==> config.mk <==
export PLATFORM = sky130hd
export DESIGN_NAME = mem_port_arbiter
export DESIGN_NICKNAME = d
export VERILOG_FILES = /design/src/rtl/mem_arb_pkg.sv /design/src/rtl/arb_starve_cnt.sv /design/src/rtl/mem_port_arbiter.sv
export SDC_FILE = /design/constraint.sdc
export NUM_CORES = 1
export LEC_CHECK = 0
export CAP_MARGIN = 25
export CORE_MARGIN = 2
export CORE_UTILIZATION = 25
export CTS_CLUSTER_SIZE = 30
export DETAILED_ROUTE_END_ITERATION = 10
export SLEW_MARGIN = 15
export SYNTH_ARGS = -nofsm -noshare
export SYNTH_HDL_FRONTEND = slang
export SYNTH_HIERARCHICAL = 1
export SYNTH_SLANG_ARGS = --single-unit
export TNS_END_PERCENT = 30
==> constraint.sdc <==
create_clock -name clk -period 1.74 [get_ports clk]
set_input_delay 0.261 -clock clk [delete_from_list [all_inputs] [get_ports clk]]
set_output_delay 0.261 -clock clk [all_outputs]
set_load 0.005 [all_outputs]
==> src/rtl/mem_arb_pkg.sv <==
// Shared types and constants for the CPU/debug memory port arbiter.
// State encoding, requester indices and the default starvation bound live here.
package mem_arb_pkg;

    typedef enum logic [1:0] {
        IDLE    = 2'd0,
        GNT_CPU = 2'd1,
        GNT_DBG = 2'd2
    } arb_state_e;

    localparam int REQ_CPU        = 0;
    localparam int REQ_DBG        = 1;
    localparam int NUM_REQ        = 2;
    localparam int DEF_STARVE_MAX = 4;

    // Counter width able to hold 0..max inclusive.
    function automatic int cnt_width(input int max);
        return (max < 1) ? 1 : $clog2(max + 1);
    endfunction

endpackage

==> src/rtl/arb_starve_cnt.sv <==
// Saturating count of CPU grants issued while debug is waiting.
// Clear has priority over increment; at_max_o forces the next debug win.
module arb_starve_cnt
    import mem_arb_pkg::*;
#(
    parameter int MAX = DEF_STARVE_MAX
) (
    input  logic clk,
    input  logic rst,
    input  logic clr_i,
    input  logic inc_i,
    output logic at_max_o
);

    localparam int W = cnt_width(MAX);
    localparam logic [W-1:0] MAX_W = W'(MAX);

    logic [W-1:0] cnt_q;
    logic [W-1:0] cnt_d;

    always_comb begin
        cnt_d = cnt_q;
        if (clr_i) begin
            cnt_d = '0;
        end else if (inc_i && (cnt_q != MAX_W)) begin
            cnt_d = cnt_q + W'(1);
        end
    end

    always_ff @(posedge clk or negedge rst) begin
        if (!rst) begin
            cnt_q <= '0;
        end else begin
            cnt_q <= cnt_d;
        end
    end

    assign at_max_o = (cnt_q == MAX_W);

endmodule

==> src/rtl/mem_port_arbiter.sv <==
// Two-requester arbiter for the single CPU-side port of the unified memory.
// Each access is arbitrate-then-perform; read data is registered per requester.
module mem_port_arbiter
    import mem_arb_pkg::*;
#(
    parameter int AW         = 8,
    parameter int DW         = 32,
    parameter int STARVE_MAX = DEF_STARVE_MAX
) (
    input  logic          clk,
    input  logic          rst,
    input  logic          cpu_req,
    input  logic          cpu_we,
    input  logic [AW-1:0] cpu_addr,
    input  logic [DW-1:0] cpu_wdata,
    output logic          cpu_gnt,
    output logic          cpu_rvalid,
    output logic [DW-1:0] cpu_rdata,
    output logic          cpu_stall,
    input  logic          dbg_req,
    input  logic          dbg_we,
    input  logic [AW-1:0] dbg_addr,
    input  logic [DW-1:0] dbg_wdata,
    output logic          dbg_gnt,
    output logic          dbg_rvalid,
    output logic [DW-1:0] dbg_rdata,
    input  logic          dbg_lock,
    output logic [AW-1:0] mem_a,
    output logic [DW-1:0] mem_d,
    output logic          mem_we,
    input  logic [DW-1:0] mem_spo,
    output logic          busy
);

    arb_state_e state_q;

    logic               cpu_eff;
    logic               starve_at_max;
    logic               mem_we_raw;
    logic [NUM_REQ-1:0] req_we;
    logic [NUM_REQ-1:0] gnt;
    logic [NUM_REQ-1:0] rvalid;
    logic [AW-1:0]      req_addr  [NUM_REQ];
    logic [DW-1:0]      req_wdata [NUM_REQ];
    logic [DW-1:0]      rdata     [NUM_REQ];

    assign req_we[REQ_CPU]    = cpu_we;
    assign req_we[REQ_DBG]    = dbg_we;
    assign req_addr[REQ_CPU]  = cpu_addr;
    assign req_addr[REQ_DBG]  = dbg_addr;
    assign req_wdata[REQ_CPU] = cpu_wdata;
    assign req_wdata[REQ_DBG] = dbg_wdata;

    assign cpu_eff = cpu_req & ~dbg_lock;

    // A grant is just the state register; rst gating kills it the instant reset asserts.
    assign gnt[REQ_CPU] = rst & (state_q == GNT_CPU);
    assign gnt[REQ_DBG] = rst & (state_q == GNT_DBG);

    always_ff @(posedge clk or negedge rst) begin
        if (!rst) begin
            state_q <= IDLE;
        end else begin
            case (state_q)
                IDLE: begin
                    if (dbg_req && (starve_at_max || !cpu_eff)) begin
                        state_q <= GNT_DBG;
                    end else if (cpu_eff) begin
                        state_q <= GNT_CPU;
                    end else begin
                        state_q <= IDLE;
                    end
                end
                default: state_q <= IDLE;
            endcase
        end
    end

    arb_starve_cnt #(
        .MAX(STARVE_MAX)
    ) u_starve (
        .clk      (clk),
        .rst      (rst),
        .clr_i    (gnt[REQ_DBG] | ~dbg_req),
        .inc_i    (gnt[REQ_CPU] & dbg_req),
        .at_max_o (starve_at_max)
    );

    always_comb begin
        mem_a      = '0;
        mem_d      = '0;
        mem_we_raw = 1'b0;
        case (state_q)
            GNT_CPU: begin
                mem_a      = req_addr[REQ_CPU];
                mem_d      = req_wdata[REQ_CPU];
                mem_we_raw = req_we[REQ_CPU];
            end
            GNT_DBG: begin
                mem_a      = req_addr[REQ_DBG];
                mem_d      = req_wdata[REQ_DBG];
                mem_we_raw = req_we[REQ_DBG];
            end
            default: ;
        endcase
    end

    // Gated so a write already on the bus is aborted as soon as reset asserts.
    assign mem_we = mem_we_raw & rst;

    for (genvar gi = 0; gi < NUM_REQ; gi++) begin : g_rd
        logic          rd_fire;
        logic          rvalid_q;
        logic [DW-1:0] rdata_q;

        assign rd_fire = gnt[gi] & ~req_we[gi];

        always_ff @(posedge clk or negedge rst) begin
            if (!rst) begin
                rvalid_q <= 1'b0;
                rdata_q  <= '0;
            end else begin
                rvalid_q <= rd_fire;
                if (rd_fire) begin
                    rdata_q <= mem_spo;
                end
            end
        end

        assign rvalid[gi] = rvalid_q;
        assign rdata[gi]  = rdata_q;
    end

    assign cpu_gnt    = gnt[REQ_CPU];
    assign dbg_gnt    = gnt[REQ_DBG];
    assign cpu_rvalid = rvalid[REQ_CPU];
    assign dbg_rvalid = rvalid[REQ_DBG];
    assign cpu_rdata  = rdata[REQ_CPU];
    assign dbg_rdata  = rdata[REQ_DBG];
    assign cpu_stall  = cpu_req & ~cpu_gnt;
    assign busy       = (state_q != IDLE);

endmodule

==> results of run 1 <==
## stage by stage
stage	instances	worst slack, ns	total power [mW]
2_1_floorplan	272	0.03579	3.003
3_3_place_gp	669	-0.1418	4.518
3_5_place_dp	669	-0.1724	4.564
4_1_cts	699	-0.2714	6.574
5_1_grt	704	-0.2451	6.874
6_report	704	-0.1800	6.510
## timing repair
action,in CTS,in global routing
hold buffers,1,0
gates cloned,5,2
hold endpoints to repair,2,0
setup endpoints to repair,45,80
resized for setup,169,76
setup buffers,8,6
pin swaps,3,6
## cells by family (layout without fill, tap and decap cells)
family / count (synthesis) / after routing / share of synthesized area
mux: 66 / 66 / 0.2184
simple gates: 56 / 56 / 0.1033
buf+inv: 29 / 285 / 0.03921
compound gates: 45 / 45 / 0.1004
fa+ha+maj: 5 / 5 / 0.01832
flops: 71 / 71 / 0.5203
## report_power, final
part,switching [mW],leakage (nW),internal (mW)
registers,0.228,0.874,2.11
logic,0.762,1.82,1.65
clock network,0.734,0.136,1.02
## registers in the layout, summed over array words and instances, names as in the netlist
name and flops:
cpu_rdata 32, dbg_rvalid 1, state_q 2, dbg_rdata 32, u_starve/cnt_q 3, cpu_rvalid 1
## per-layer routing
metal	track usage	part of all wire	vias to the layer above
li1	-	-	1481
met1	0.1774	0.36	1577
met2	0.2949	0.53	137
met3	0.05733	0.091	17
met4	0.03852	0.017	0
met5	0	0	-
## final timing paths
check	startpoint	endpoint	slack [ns]	cells past startpoint
worst max register to register	state_q[1]$_DFF_PN0_	u_starve/cnt_q[0]$_DFFE_PN0P_	-0.02	7
worst max-delay path	state_q[0]$_DFF_PN0_	mem_a[6]	-0.18	7
min in group clk	dbg_rdata[3]$_DFFE_PN0P_	dbg_rdata[3]$_DFFE_PN0P_	0.50	1
max in group asynchronous	rst	u_starve/cnt_q[2]$_DFFE_PN0P_	0.27	3
worst min register to register	dbg_rdata[3]$_DFFE_PN0P_	dbg_rdata[3]$_DFFE_PN0P_	0.50	1
worst min-delay path	rst	state_q[1]$_DFF_PN0_	0.36	2
## cells in the mapped netlist
| cell | instances | area (um2) |
|---|---|---|
| inv_1 | 9 | 33.78 |
| buf_4 | 6 | 45.04 |
| mux2_4 | 1 | 15.01 |
| dfrtp_1 | 71 | 1777 |
| a2111oi_0 | 1 | 8.760 |
| and4b_1 | 1 | 10.01 |
| a21oi_1 | 1 | 5.000 |
| mux2i_1 | 1 | 10.01 |
| and2_1 | 2 | 12.51 |
| and3_1 | 1 | 6.260 |
| ha_1 | 5 | 62.56 |
| mux2_2 | 64 | 720.7 |
| a21boi_2 | 1 | 11.26 |
| nand2_1 | 3 | 11.26 |
| nor2b_1 | 41 | 256.5 |
| nand3b_2 | 2 | 22.52 |
| nor3_2 | 1 | 10.01 |
| nand2b_1 | 2 | 12.51 |
| buf_2 | 2 | 10.01 |
| a22oi_1 | 41 | 307.8 |
| nor2_1 | 3 | 11.26 |
| o311a_1 | 1 | 10.01 |
| clkbuf_1 | 12 | 45.04 |
## worst register-to-register path: stages (launching register included)
cell and delay, ns:
dfrtp_1 0.40, inv_2 0.10, ha_4 0.22, buf_6 0.13, buf_12 0.12, and3_4 0.18, a21boi_4 0.19, mux2_4 0.31
## final cells by class
cell class	count	area (um2)
repair buffers	260	2564
flip-flops and latches	71	1777
clock buffers	10	239.0
clock inverters	6	50.05
multi-input cells	172	1823
well taps	176	220.2
inverters	9	33.78
fillers	1173	6589
==> impl_results.md, run 1 <==
* Status: complete, but fails checks
* Violated checks: negative setup slack
* Critical Path RT at 1.48 ns
* Mapped Area at 3415 um2
* Post-synthesis sequential area ratio at 0.5203
* Slowest cell on the critical path: dfrtp_1
* Most frequent cells in the layout: clkdlybuf4s50_1, dfrtp_1, mux2_2
* Largest net degree at the start of global routing at 70
* DR vias/cell at 4.563
* Core footprint at 13300 um2
* Worst Setup End Kind: output port
* Post-Syn Instances at 272
* Max_cap viols at 0
* Worst Skew at 0.007994 ns
* Fin util at 0.5044
* Worst-path clk slew at 0.06 ns
* Die X at 120.9 um
* Worst hold margin at 0.3598 ns
* HP Class: in -> async
* Synth Warn # at 6
* Syn avg cell area at 12.55 um2
* Global Route Usage Sum at 0.1614
* Worst-Skew Late Latency at 0.32 ns
* Initial DRC count at 108
* Area growth syn-to-layout at 96.41%
* Relative slew slack at 0.4088
* Crit-path max FO at 8
* Slew at the pin closest to its max-slew limit at 0.8868 ns
* Minimum clock period at 1.920 ns
* DP Area at 6002 um2
* Die Span Y at 120.9 um
* Starting density of the core at 0.2568
* P_leak at 2.830 nW
* Vias at 3212
* Critical Path AT at 1.66 ns
* Yosys reg bits at 71
* CTS tree: done
* Pins Over Slew Limit at 0
* Nets@finish at 647
* Final worst-path cycle share at 1.103
* Post-Route WL at 12.71 mm
* Buf/Inv on CP at 4
* DRC at 0
* Cell Pwr Density at 970.6 nW/um2
* # rows at 42
* First-pass DRT Iterations at 4
* Commonest non-fill, non-tap cell in the layout: clkdlybuf4s50_1
* Maximum clock rate at 0.5208 GHz
* CTS Buf Count at 9
* Diode count at 0
* Port bufs at 229
* Number of global-route vias before repair at 3391
* Synthesized Nets at 396
* Fin Setup TNS at -4.814 ns
* Die area at 14610 um2
* Hold Fails Final Rpt at 0
* Routed Antenna Nets at 0
* CTS Buffer Depth at 2
* Antenna violations before repair at 0
* Distinct cells, synth at 23
* First-pass GRT wire length at 18.26 mm
* Sink Count at 71
* Setup slack after layout at -0.1800 ns
* Final Instance Area at 6706 um2
* H-tree depth at 3
* Setup crit start kind: flip-flop
* Grt ovf at 0
* Root buffer cell: clkbuf_16
* Routed length per placed instance at 18.06 um
* Ports at 230
* DPL Wire Length at 8.436 mm
* RD Place Congestion at 0.7540
* VDD IR max at 555.1 uV
* Fraction of layout instances using a drive strength above 1 at 0.4072
* CP dominant cell by count: buf_6
* Final Setup Violations at 75
* RSZ-0062 raised after global routing: true
* Delay-heaviest family, CP: buffers and inverters
* CP max stage delay at 0.40 ns
* Crit path cell chain: buf_6 > ha_4 > buf_6 > buf_12 > a22oi_2 > nor2b_4 > clkbuf_2
* Setup CP Type: reg -> out
Note: power is estimated with default switching activity, not from simulation.
==> run 2, diff against run 1 <==
--- a/config.mk
+++ b/config.mk
@@ -10,7 +10,7 @@
 export CORE_UTILIZATION = 25
 export CTS_CLUSTER_SIZE = 30
 export DETAILED_ROUTE_END_ITERATION = 10
-export SLEW_MARGIN = 15
+export SLEW_MARGIN = 20
 export SYNTH_ARGS = -nofsm -noshare
 export SYNTH_HDL_FRONTEND = slang
 export SYNTH_HIERARCHICAL = 1
==> constraint.sdc (replaced) <==
create_clock -name clk -period 1.65 [get_ports clk]
set_input_delay 0.2475 -clock clk [delete_from_list [all_inputs] [get_ports clk]]
set_output_delay 0.2475 -clock clk [all_outputs]
set_load 0.005 [all_outputs]
==> run 2 against run 1 <==
Effect of this change: the flow still finishes with violations (negative setup slack); global-route usage hardly changed; non-clock buffer count is 22 higher; final cell count is 3.1% higher; wire length is 1.1% higher; worst setup slack worse by 0.12 ns; hold slack worse by 0.11 ns; clock power hardly changed; first-iteration DRC count is 17% lower; critical path type unchanged; largest cell class unchanged; largest power group unchanged; highest routed layer unchanged.
==> impl_results.md, run 2 (synthesis gave the netlist of run 1 again) <==
* Setup slack after layout at -0.3016 ns
* Routed Antenna Nets at 0
* Sw power at 1.783 mW
* First-pass GRT wire length at 18.24 mm
* Final worst-path cycle share at 1.183
* CP max stage delay at 0.39 ns
* Worst Skew at 0.004253 ns
* Die area at 14610 um2
* Setup CP Type: reg -> out
* RD Place Congestion at 0.7752
* Internal Dissipation at 5.032 mW
* Fillers at 1161
* Most frequent cells in the layout: clkdlybuf4s50_1, dfrtp_1, mux2_2
* Post-Route WL at 12.85 mm
* DPL Wire Length at 8.628 mm
* CP dominant cell by count: buf_6
* Commonest non-fill, non-tap cell in the layout: clkdlybuf4s50_1
* Max_cap viols at 0
* Die Span Y at 120.9 um
* Buf/Inv on CP at 4
* Area growth syn-to-layout at 100.2%
* RSZ-0062 raised after global routing: true
* Reg2Reg Depth at 7
* Pins Over Slew Limit at 0
* Largest net degree at the start of global routing at 70
* DRC at 0
* P_leak at 2.938 nW
* Fin Setup TNS at -11.41 ns
* Port bufs at 229
* Nets@finish at 669
* VDD IR max at 821.7 uV
* Worst Setup End Kind: output port
* H-tree depth at 3
* # rows at 42
* Clock power share at 0.259
* Slew at the pin closest to its max-slew limit at 0.8807 ns
* Die X at 120.9 um
* Combinational share of power at 0.378
* Critical Path AT at 1.70 ns
* Root buffer cell: clkbuf_16
* Worst-Skew Late Latency at 0.33 ns
* Minimum clock period at 1.952 ns
* Critical Path RT at 1.40 ns
* Maximum clock rate at 0.5124 GHz
* Hold Fails Final Rpt at 0
* CTS Buf Count at 9
* Final Setup Violations at 77
* Core footprint at 13300 um2
* Setup crit start kind: flip-flop
* First-pass DRT Iterations at 6
* Cell Pwr Density at 996.9 nW/um2
* Fraction of layout instances using a drive strength above 1 at 0.4200
* Violated checks: negative setup slack
* Worst-path clk slew at 0.06 ns
* HP Class: in -> async
* Initial DRC count at 90
* Grt ovf at 0
* Vias at 3292
* CTS Buffer Depth at 2
* Antenna violations before repair at 0
* RR Endpoint: dbg_rdata[16]$_DFFE_PN0P_
* Diode count at 0
* Sink Count at 71
* Routed length per placed instance at 17.70 um
* RR Startpoint: state_q[1]$_DFF_PN0_
* Delay-heaviest family, CP: buffers and inverters
* Switching part of the total power at 0.2617
* Number of global-route vias before repair at 3389
* Slowest cell on the critical path: dfrtp_1
* CTS tree: done
* DR vias/cell at 4.534
* Starting density of the core at 0.2568
* Sequential share of power at 0.363
* Crit path cell chain: buf_6 > ha_4 > buf_6 > buf_8 > a22oi_2 > nor2b_1 > buf_2
* Status: complete, but fails checks
* Fin util at 0.5142
* R2R Setup Slk at -0.09 ns
* Ports at 230
* Global Route Usage Sum at 0.1612
* Relative slew slack at 0.4128
* Crit-path max FO at 5
## run 2: changes by cell type in the layout (fill, tap and decap cells not counted), sizes merged
cell,delta
buf,+15
clkbuf,+8
clkinv,+2
inv,-2
clkdlybuf4s15,-1
## run 2: cell type report
class	instances	area [um2]	share of cell area
timing repair buffer	282	2718	0.3975
multi-input combinational	172	1813	0.2652
sequential	71	1777	0.2599
clock buffer	10	229.0	0.03349
tap	176	220.2	0.03221
clock inverter	6	46.29	0.006772
inverter	9	33.78	0.004941
## run 2: timing repair
action,4_1_cts,5_1_grt
hold endpoints to repair,2,0
setup buffers,3,27
gates resized for setup,96,142
endpoints found under the setup margin,46,99
hold buffers,1,0
gates cloned,2,5
pin swaps,1,28
## run 2: worst max path at each step
| stage | slack [ns] | cells past startpoint | to | startpoint |
|---|---|---|---|---|
| finish | -0.30 | 7 | mem_d[23] | state_q[0]$_DFF_PN0_ |
| global route | -0.34 | 7 | mem_d[23] | state_q[0]$_DFF_PN0_ |
| CTS | -0.54 | 6 | mem_d[24] | state_q[0]$_DFF_PN0_ |
| detailed placement | -0.28 | 6 | mem_d[25] | state_q[1]$_DFF_PN0_ |
| global placement | -0.26 | 6 | mem_we | state_q[1]$_DFF_PN0_ |
| floorplan | 0.006 | 8 | u_starve/cnt_q[0]$_DFFE_PN0P_ | state_q[0]$_DFF_PN0_ |
## run 2: worst register-to-register path, stage by stage (launching register included)
cell      delay, ns
dfrtp_1        0.40
buf_6          0.13
ha_4           0.18
buf_6          0.13
buf_6          0.12
nand3b_4       0.10
buf_12         0.20
mux2_2         0.37
## run 2: power by group through the flow
stage | Sequential, mW | Clock, mW | Combinational [mW]
final | 2.47 | 1.77 | 2.57
after global routing | 2.54 | 1.90 | 2.75
after CTS | 2.48 | 1.82 | 2.43
after detailed placement | 2.50 | 0 | 2.33
after global placement | 2.46 | 0 | 2.32
after floorplan | 2.52 | 0 | 0.654
## run 2: metrics by stage
step           area [um2]  power [mW]  cells  hold slack [ns]  setup WS, ns
4_1_cts              6505       6.723    696           0.2892       -0.5415
6_report             6837       6.815    726           0.2505       -0.3016
2_1_floorplan        3435       3.171    272         -0.04809      0.005562
3_3_place_gp         6022       4.779    674          0.08012       -0.2563
3_5_place_dp         6022       4.829    674          0.07676       -0.2771
5_1_grt              6837       7.192    726           0.3482       -0.3395
## run 2: layer usage
layer / track usage / wire length [um]
met1: 0.1794 / 4781
met2: 0.2900 / 6746
met3: 0.05780 / 1226
met4: 0.04142 / 95
met5: 0 / 0
